`src/rtl/snake_cell_plotter_pkg.sv`:
```
// Shared graphics definitions for the snake pixel engine: FSM states,
// screen geometry derived from the resolution choice, and game colours.
package snake_cell_plotter_pkg;

    typedef enum logic [1:0] {
        S_IDLE,
        S_DRAW,
        S_CLEAR,
        S_FIN
    } state_t;

    localparam int SCREEN_W_LO = 160;
    localparam int SCREEN_H_LO = 120;
    localparam int SCREEN_W_HI = 320;
    localparam int SCREEN_H_HI = 240;

    localparam logic [2:0] COLOUR_BG    = 3'b000;
    localparam logic [2:0] COLOUR_SNAKE = 3'b010;
    localparam logic [2:0] COLOUR_FOOD  = 3'b100;

    function automatic int screen_w(bit hires);
        return hires ? SCREEN_W_HI : SCREEN_W_LO;
    endfunction

    function automatic int screen_h(bit hires);
        return hires ? SCREEN_H_HI : SCREEN_H_LO;
    endfunction

    function automatic int x_width(bit hires);
        return hires ? 9 : 8;
    endfunction

    function automatic int y_width(bit hires);
        return hires ? 8 : 7;
    endfunction

endpackage

```
`src/rtl/snake_cell_plotter_if.sv`:
```
// Command/pixel bundle between the game FSM (master) and the plotter
// (slave); the pixel side feeds the frame buffer write port.
interface snake_cell_plotter_if #(
    parameter int XW = 8,
    parameter int YW = 7,
    parameter int CW = 3
);
    logic          clear_req;
    logic          draw_req;
    logic [5:0]    cell_x;
    logic [4:0]    cell_y;
    logic [CW-1:0] cell_colour;
    logic          ready;
    logic          done;
    logic [XW-1:0] x;
    logic [YW-1:0] y;
    logic [CW-1:0] colour;
    logic          plot;

    modport master (
        output clear_req, draw_req, cell_x, cell_y, cell_colour,
        input  ready, done, x, y, colour, plot
    );

    modport slave (
        input  clear_req, draw_req, cell_x, cell_y, cell_colour,
        output ready, done, x, y, colour, plot
    );
endinterface

```
`src/rtl/snake_cell_plotter_scan_counter.sv`:
```
// vga_scan_counter: 2-D x/y counter with clear, enable, run-time wrap
// limits and a flag marking the final (x_max, y_max) position.
module vga_scan_counter #(
    parameter int XW = 8,
    parameter int YW = 7
) (
    input  logic          clock,
    input  logic          reset,
    input  logic          clr,
    input  logic          en,
    input  logic [XW-1:0] x_max,
    input  logic [YW-1:0] y_max,
    output logic [XW-1:0] x_next,
    output logic [YW-1:0] y_next,
    output logic          last
);
    logic [XW-1:0] x_q;
    logic [YW-1:0] y_q;
    logic          wrap_x;
    logic          wrap_y;

    assign wrap_x = (x_q == x_max);
    assign wrap_y = (y_q == y_max);
    assign last   = wrap_x && wrap_y;

    // Next position is exported so the owner can register pixel outputs
    // in the same cycle the counter advances.
    always_comb begin
        x_next = x_q;
        y_next = y_q;
        if (clr) begin
            x_next = '0;
            y_next = '0;
        end else if (en) begin
            if (wrap_x) begin
                x_next = '0;
                y_next = wrap_y ? '0 : y_q + YW'(1);
            end else begin
                x_next = x_q + XW'(1);
            end
        end
    end

    always_ff @(posedge clock) begin
        if (reset) begin
            x_q <= '0;
            y_q <= '0;
        end else begin
            x_q <= x_next;
            y_q <= y_next;
        end
    end
endmodule

```
`src/rtl/snake_cell_plotter.sv`:
```
// Snake pixel-write engine: cell fill and full-screen clear, one pixel per
// clock. Define CELL_OUTLINE_EN to paint each cell's outer ring in CLEAR_COLOUR.
module snake_cell_plotter
    import snake_cell_plotter_pkg::*;
#(
    parameter string RESOLUTION = "160x120",
    parameter int    BITS_PER_COLOUR_CHANNEL = 1,
    parameter int    CELL_SIZE = 4,
    parameter logic [3*BITS_PER_COLOUR_CHANNEL-1:0] CLEAR_COLOUR = '0
) (
    input logic clock,
    input logic reset,
    snake_cell_plotter_if.slave bus
);
    localparam bit HIRES = (RESOLUTION == "320x240");
    localparam int SW    = screen_w(HIRES);
    localparam int SH    = screen_h(HIRES);
    localparam int XW    = x_width(HIRES);
    localparam int YW    = y_width(HIRES);
    localparam int CW    = 3 * BITS_PER_COLOUR_CHANNEL;
    localparam int SHIFT = $clog2(CELL_SIZE);
    localparam int GW    = SW / CELL_SIZE;
    localparam int GH    = SH / CELL_SIZE;

    state_t        state, state_n;
    logic          oor_q, oor_n;
    logic [5:0]    cx_q;
    logic [4:0]    cy_q;
    logic [CW-1:0] cc_q;
    logic          ready_q, done_q, plot_q;
    logic          done_n, plot_n;
    logic [XW-1:0] x_q, x_n;
    logic [YW-1:0] y_q, y_n;
    logic [CW-1:0] colour_q, colour_n;

    logic          cnt_clr, cnt_en, last;
    logic [XW-1:0] nox, xmax;
    logic [YW-1:0] noy, ymax;

    logic          accept_draw;
    logic          out_of_range;
    logic [5:0]    bx;
    logic [4:0]    by;
    logic [CW-1:0] bc;
    logic [XW-1:0] pix_x;
    logic [YW-1:0] pix_y;
    logic [CW-1:0] pix_c;

    vga_scan_counter #(
        .XW(XW),
        .YW(YW)
    ) u_scan (
        .clock  (clock),
        .reset  (reset),
        .clr    (cnt_clr),
        .en     (cnt_en),
        .x_max  (xmax),
        .y_max  (ymax),
        .x_next (nox),
        .y_next (noy),
        .last   (last)
    );

    assign accept_draw  = (state == S_IDLE) && !bus.clear_req
                          && bus.draw_req;
    assign out_of_range = (int'(bus.cell_x) >= GW)
                          || (int'(bus.cell_y) >= GH);

    // The first pixel is registered on the accepting edge, before the
    // captured copies of the command are available.
    assign bx = accept_draw ? bus.cell_x : cx_q;
    assign by = accept_draw ? bus.cell_y : cy_q;
    assign bc = accept_draw ? bus.cell_colour : cc_q;

    assign pix_x = XW'((int'(bx) << SHIFT) + int'(nox));
    assign pix_y = YW'((int'(by) << SHIFT) + int'(noy));

`ifdef CELL_OUTLINE_EN
    logic ring;
    assign ring  = (nox == '0) || (nox == XW'(CELL_SIZE - 1))
                   || (noy == '0) || (noy == YW'(CELL_SIZE - 1));
    assign pix_c = ring ? CLEAR_COLOUR : bc;
`else
    assign pix_c = bc;
`endif

    assign xmax = (state == S_CLEAR) ? XW'(SW - 1) : XW'(CELL_SIZE - 1);
    assign ymax = (state == S_CLEAR) ? YW'(SH - 1) : YW'(CELL_SIZE - 1);

    always_comb begin
        state_n  = state;
        oor_n    = oor_q;
        cnt_clr  = 1'b0;
        cnt_en   = 1'b0;
        done_n   = 1'b0;
        plot_n   = 1'b0;
        x_n      = x_q;
        y_n      = y_q;
        colour_n = colour_q;
        unique case (state)
            S_IDLE: begin
                if (bus.clear_req) begin
                    state_n  = S_CLEAR;
                    cnt_clr  = 1'b1;
                    plot_n   = 1'b1;
                    x_n      = '0;
                    y_n      = '0;
                    colour_n = CLEAR_COLOUR;
                end else if (bus.draw_req && out_of_range) begin
                    state_n = S_FIN;
                    oor_n   = 1'b1;
                end else if (bus.draw_req) begin
                    state_n  = S_DRAW;
                    cnt_clr  = 1'b1;
                    plot_n   = 1'b1;
                    x_n      = pix_x;
                    y_n      = pix_y;
                    colour_n = pix_c;
                end
            end
            S_DRAW: begin
                if (last) begin
                    state_n = S_FIN;
                    done_n  = 1'b1;
                end else begin
                    cnt_en   = 1'b1;
                    plot_n   = 1'b1;
                    x_n      = pix_x;
                    y_n      = pix_y;
                    colour_n = pix_c;
                end
            end
            S_CLEAR: begin
                if (last) begin
                    state_n = S_FIN;
                    done_n  = 1'b1;
                end else begin
                    cnt_en   = 1'b1;
                    plot_n   = 1'b1;
                    x_n      = nox;
                    y_n      = noy;
                    colour_n = CLEAR_COLOUR;
                end
            end
            S_FIN: begin
                // A rejected cell spends one silent cycle here first.
                if (oor_q) begin
                    oor_n  = 1'b0;
                    done_n = 1'b1;
                end else begin
                    state_n = S_IDLE;
                end
            end
            default: state_n = S_IDLE;
        endcase
    end

    always_ff @(posedge clock) begin
        if (reset) begin
            state    <= S_IDLE;
            oor_q    <= 1'b0;
            ready_q  <= 1'b1;
            done_q   <= 1'b0;
            plot_q   <= 1'b0;
            x_q      <= '0;
            y_q      <= '0;
            colour_q <= '0;
            cx_q     <= '0;
            cy_q     <= '0;
            cc_q     <= '0;
        end else begin
            state    <= state_n;
            oor_q    <= oor_n;
            ready_q  <= (state_n == S_IDLE);
            done_q   <= done_n;
            plot_q   <= plot_n;
            x_q      <= x_n;
            y_q      <= y_n;
            colour_q <= colour_n;
            if (accept_draw) begin
                cx_q <= bus.cell_x;
                cy_q <= bus.cell_y;
                cc_q <= bus.cell_colour;
            end
        end
    end

    assign bus.ready  = ready_q;
    assign bus.done   = done_q;
    assign bus.plot   = plot_q;
    assign bus.x      = x_q;
    assign bus.y      = y_q;
    assign bus.colour = colour_q;
endmodule

```
`src/flat_wrapper.sv`:
```
// flat-port wrapper written by rule: the top's interface ports become plain ports
module snake_cell_plotter_flat import snake_cell_plotter_pkg::*;
#(
    parameter string RESOLUTION = "       ",
    parameter int    BITS_PER_COLOUR_CHANNEL = 1,
    parameter int    CELL_SIZE = 4,
    parameter logic [3*BITS_PER_COLOUR_CHANNEL-1:0] CLEAR_COLOUR = '0
)
  (clock, reset, bus_clear_req, bus_draw_req, bus_cell_x, bus_cell_y, bus_cell_colour, bus_ready, bus_done, bus_x, bus_y, bus_colour, bus_plot);
  snake_cell_plotter_if #(.XW(8), .YW(7), .CW(3)) bus_i ();
  input logic clock;
  input logic reset;
  input wire logic [$bits(bus_i.clear_req)-1:0] bus_clear_req;
  input wire logic [$bits(bus_i.draw_req)-1:0] bus_draw_req;
  input wire logic [$bits(bus_i.cell_x)-1:0] bus_cell_x;
  input wire logic [$bits(bus_i.cell_y)-1:0] bus_cell_y;
  input wire logic [$bits(bus_i.cell_colour)-1:0] bus_cell_colour;
  output wire logic [$bits(bus_i.ready)-1:0] bus_ready;
  output wire logic [$bits(bus_i.done)-1:0] bus_done;
  output wire logic [$bits(bus_i.x)-1:0] bus_x;
  output wire logic [$bits(bus_i.y)-1:0] bus_y;
  output wire logic [$bits(bus_i.colour)-1:0] bus_colour;
  output wire logic [$bits(bus_i.plot)-1:0] bus_plot;
  assign bus_i.clear_req = bus_clear_req;
  assign bus_i.draw_req = bus_draw_req;
  assign bus_i.cell_x = bus_cell_x;
  assign bus_i.cell_y = bus_cell_y;
  assign bus_i.cell_colour = bus_cell_colour;
  assign bus_ready = bus_i.ready;
  assign bus_done = bus_i.done;
  assign bus_x = bus_i.x;
  assign bus_y = bus_i.y;
  assign bus_colour = bus_i.colour;
  assign bus_plot = bus_i.plot;
  snake_cell_plotter #(.RESOLUTION(RESOLUTION), .BITS_PER_COLOUR_CHANNEL(BITS_PER_COLOUR_CHANNEL), .CELL_SIZE(CELL_SIZE), .CLEAR_COLOUR(CLEAR_COLOUR)) u_core (.clock(clock), .reset(reset), .bus(bus_i));
endmodule
```
`config.mk`:
```
export PLATFORM = sky130hd
export DESIGN_NAME = snake_cell_plotter_flat
export DESIGN_NICKNAME = d
export VERILOG_FILES = /design/src/rtl/snake_cell_plotter_pkg.sv /design/src/rtl/snake_cell_plotter_if.sv /design/src/rtl/snake_cell_plotter_scan_counter.sv /design/src/rtl/snake_cell_plotter.sv /design/src/flat_wrapper.sv
export SDC_FILE = /design/constraint.sdc
export NUM_CORES = 1
export LEC_CHECK = 0
export BUFFER_PORTS_ARGS = -buffer_cell sky130_fd_sc_hd__buf_2
export CAP_MARGIN = 30
export CORE_MARGIN = 2
export CORE_UTILIZATION = 58
export CTS_CLUSTER_SIZE = 25
export DETAILED_ROUTE_END_ITERATION = 10
export PLACE_DENSITY = 0.8
export SYNTH_ARGS = -nofsm -noshare
export SYNTH_HDL_FRONTEND = slang
export SYNTH_SLANG_ARGS = --single-unit
```
`constraint.sdc`:
```
create_clock -name clock -period 4.49 [get_ports clock]
set_input_delay 0.898 -clock clock [delete_from_list [all_inputs] [get_ports clock]]
set_output_delay 0.898 -clock clock [all_outputs]
set_load 0.05 [all_outputs]
```
==> impl_metrics.yaml <==
worst_setup_path:
  cpPeakStageDelay_ns: 0.55
  arrival_ns: 4.38
  cp_slowest_cell: "a2111oi_4"
  critPathKind: "flop to flop"
  endpoint_kind: "flop"
  timing.critical_path.buf_inv: 1
  crit_path_max_fanout: 9
  crit_family: "compound AO/OA/AOI/OAI gates"
  worstPathRequired_ns: 4.72
  crit_path_start_kind: "flop"
  path_cells: "inv_1, ha_1, or4_4, o22a_4, a2111oi_4, o31a_1, nor2_1, nor2_1, ha_1, a21oi_1, a21oi_1, or3_1, a221o_1, a311oi_1"
run_status:
  status: "finished clean"
power:
  p_int_uw: 1010
  seq_power_share_pct: 32.1
  switchingPower_uw: 911
  cellLeakagePower_uw: 0.00143
  clkPwrFrac_pct: 17.4
  vdd_ir_drop_max_v: 0.000345
  swShare_pct: 47.4
  p_comb_share_pct: 50.5
  p_per_area_nw_per_um2: 576
hold_path:
  worst_hold_path_type: "flop to flop"
global_routing:
  grt_max_degree: 44
  overflow: 0
  antenna_found_initial: 0
  grt_pass1_vias: 2526
  grt_use_total_pct: 27.5
  grt_pass1_wl_mm: 11.9
synth:
  yosys_warnings: 0
  yosys-top-cells-area: "dfxtp_1 (36%), nor2_1 (6.9%), ha_1 (6.7%)"
  synth_cell_types: 55
  synth_most_common_cell: "nor2_1"
  ys_ff_latch: 53
  synth_top_cell_area_share_pct: 35.6
  netlist_instances: 350
  synthTopCellsByCount: "nor2_1 (55), dfxtp_1 (53), nand2_1 (19)"
  synth_nets: 386
  ys_seq_area_share_pct: 35.6
  async_flop_share_pct: 0
  yosys.area.top_type: "dfxtp_1"
  ys.flop_type: "dfxtp_1"
  synth_edf_count: 0
  syn_area_um2: 2980
  syn_area_per_cell_um2: 8.53
drt:
  vias: 2684
  wl_per_cell_um: 16.1
  highest_layer: "met4"
  wl_mm: 7.29
  drt-initial-drc-count: 213
  routed-wl-met3_um: 291
  ant_nets: 0
  met1_length_mm: 3.31
  drc: 0
  viasPerCell: 5.92
  routed-wl-met2_mm: 3.58
  first_pass_iters: 4
flow_run:
  maxCapViolCount: 0
timing:
  fmax_mhz: 241
  rsz0062_at_grt: "false"
  post-route-period-util_pct: 92.5
  finalSetupViolations: 0
  maxSlewHeadroom_pct: 34.1
  slew_violations: 0
  finClkSkew_ns: 0.00904
  final-hold-violation-count: 0
  fin_tns_setup_ns: 0
  min_period_ns: 4.15
  hold-worst-slack_ns: 0.456
  worstMarginPinSlew_ns: 0.989
floorplan:
  rows: 26
  coreArea_um2: 5040
  die_h_um: 75.7
  dieArea_um2: 5740
  ioPinCount: 39
  fp.dieW_um: 75.7
  start_util_pct: 59.2
place:
  finalWeightedCongestion: 0.928
  hpwl_mm: 5.35
  numPortBuffers: 38
final_layout:
  nFillCells: 427
  layout-drive-gt1-share_pct: 17.5
  antenna_cells: 0
  area_delta_synth_final_pct: 11.9
  nNetsFinal: 418
clock_network:
  cts_sinks: 53
  path_clk_slew_ns: 0.10
  cts_buffers: 5
  clockBufferDepth: 2
  post_cts_buffers: 0
  insertion_delay_ns: 0.31
  cts_tree: "done"
  cts_max_level: 2
  cts-root-buf: "clkbuf_8"
==> power groups by stage <==
| stage | Clock (uW) | Combinational [uW] | Sequential, uW |
|---|---|---|---|
| 6_report | 334 | 971 | 617 |
| 5_1_grt | 354 | 1050 | 628 |
| 4_1_cts | 334 | 964 | 617 |
| 3_5_place_dp | 0 | 962 | 628 |
| 3_3_place_gp | 0 | 950 | 623 |
| 2_1_floorplan | 0 | 501 | 855 |
==> layer usage <==
layer  vias to the layer above  track usage (%)
met2                        70             47.2
met5                         -                0
met3                        11             4.76
met4                         0             7.99
met1                      1273             35.3
li1                       1330                -
==> through the flow <==
stage	setup WS, ns	cells	util [%]	power, uW	area [um2]
6_report	0.338	453	66.2	1920	3340
3_3_place_gp	0.532	445	63.7	1570	3210
5_1_grt	0.0209	453	66.2	2030	3340
3_5_place_dp	0.355	445	63.7	1590	3210
2_1_floorplan	0.573	350	-	1360	2980
4_1_cts	0.341	453	66.0	1920	3330
==> sequential cells by signal, indices dropped and copies added, names as in the netlist <==
register and flops:
u_core.bus.x 8, u_core.u_scan.x_q 8, u_core.bus.y 7, u_core.u_scan.y_q 7
u_core.cx_q 6, u_core.cy_q 5, u_core.bus.colour 3, u_core.cc_q 3
u_core.state 2, u_core.bus.done 1, u_core.bus.plot 1, u_core.bus.ready 1
u_core.oor_q 1
==> final timing paths <==
kind / from / to / slack (ns) / depth (start not counted)
max: u_core.state[0] / u_core.bus.x[7] / 0.34 / 14
min: u_core.bus.x[1] / u_core.bus.x[1] / 0.46 / 2
max reg2reg: u_core.state[0] / u_core.bus.x[7] / 0.34 / 14
min reg2reg: u_core.bus.x[1] / u_core.bus.x[1] / 0.46 / 2
==> repair_timing <==
action	4_1_cts	5_1_grt
gates resized for setup	0	2
hold endpoints to repair	0	0
hold buffers	0	0
setup endpoints to repair	0	1
==> cells in the final DEF (no fill, tap or decap), types with 3 or more instances in the layout <==
cell	count
ha_1	16
nor3_1	14
nand2_1	19
nand4_1	4
nor4_1	5
a21oi_1	17
nand3_1	9
inv_1	15
dfxtp_1	53
mux2i_1	9
a21o_1	4
o21ai_0	16
nand3b_1	3
o21a_1	4
buf_4	4
o31a_1	3
nand2b_1	3
clkbuf_8	5
buf_2	38
a311oi_1	3
a211oi_1	10
o22a_1	3
nor2b_1	10
mux2_2	8
xnor2_1	8
nor2_1	55
==> area by class of cell <==
class | instances | area, um2 | area share, %
Sequential cell | 53 | 1060 | 31.8
Clock inverter | 3 | 46.3 | 1.39
Timing Repair Buffer | 42 | 220 | 6.60
Inverter | 15 | 56.3 | 1.69
Clock buffer | 5 | 68.8 | 2.06
Tap cell | 70 | 87.6 | 2.62
Multi-Input combinational cell | 265 | 1800 | 53.9
==> tightest hold or removal path: stages (launching register included) <==
cell and delay, ns:
dfxtp_1 0.32, nand2_1 0.05, a21oi_1 0.05
==> cell families (layout without fill, tap and decap cells) <==
| group | Yosys count | in the layout | share of synthesized area (%) |
|---|---|---|---|
| fa+ha+maj | 18 | 18 | 8.05 |
| buf+inv | 32 | 65 | 4.57 |
| simple gates | 135 | 135 | 21.6 |
| mux | 17 | 17 | 6.04 |
| flops | 53 | 53 | 35.6 |
| compound gates | 85 | 85 | 21.2 |
| xor+xnor | 10 | 10 | 2.94 |
Note: power is estimated with default switching activity, not from simulation.
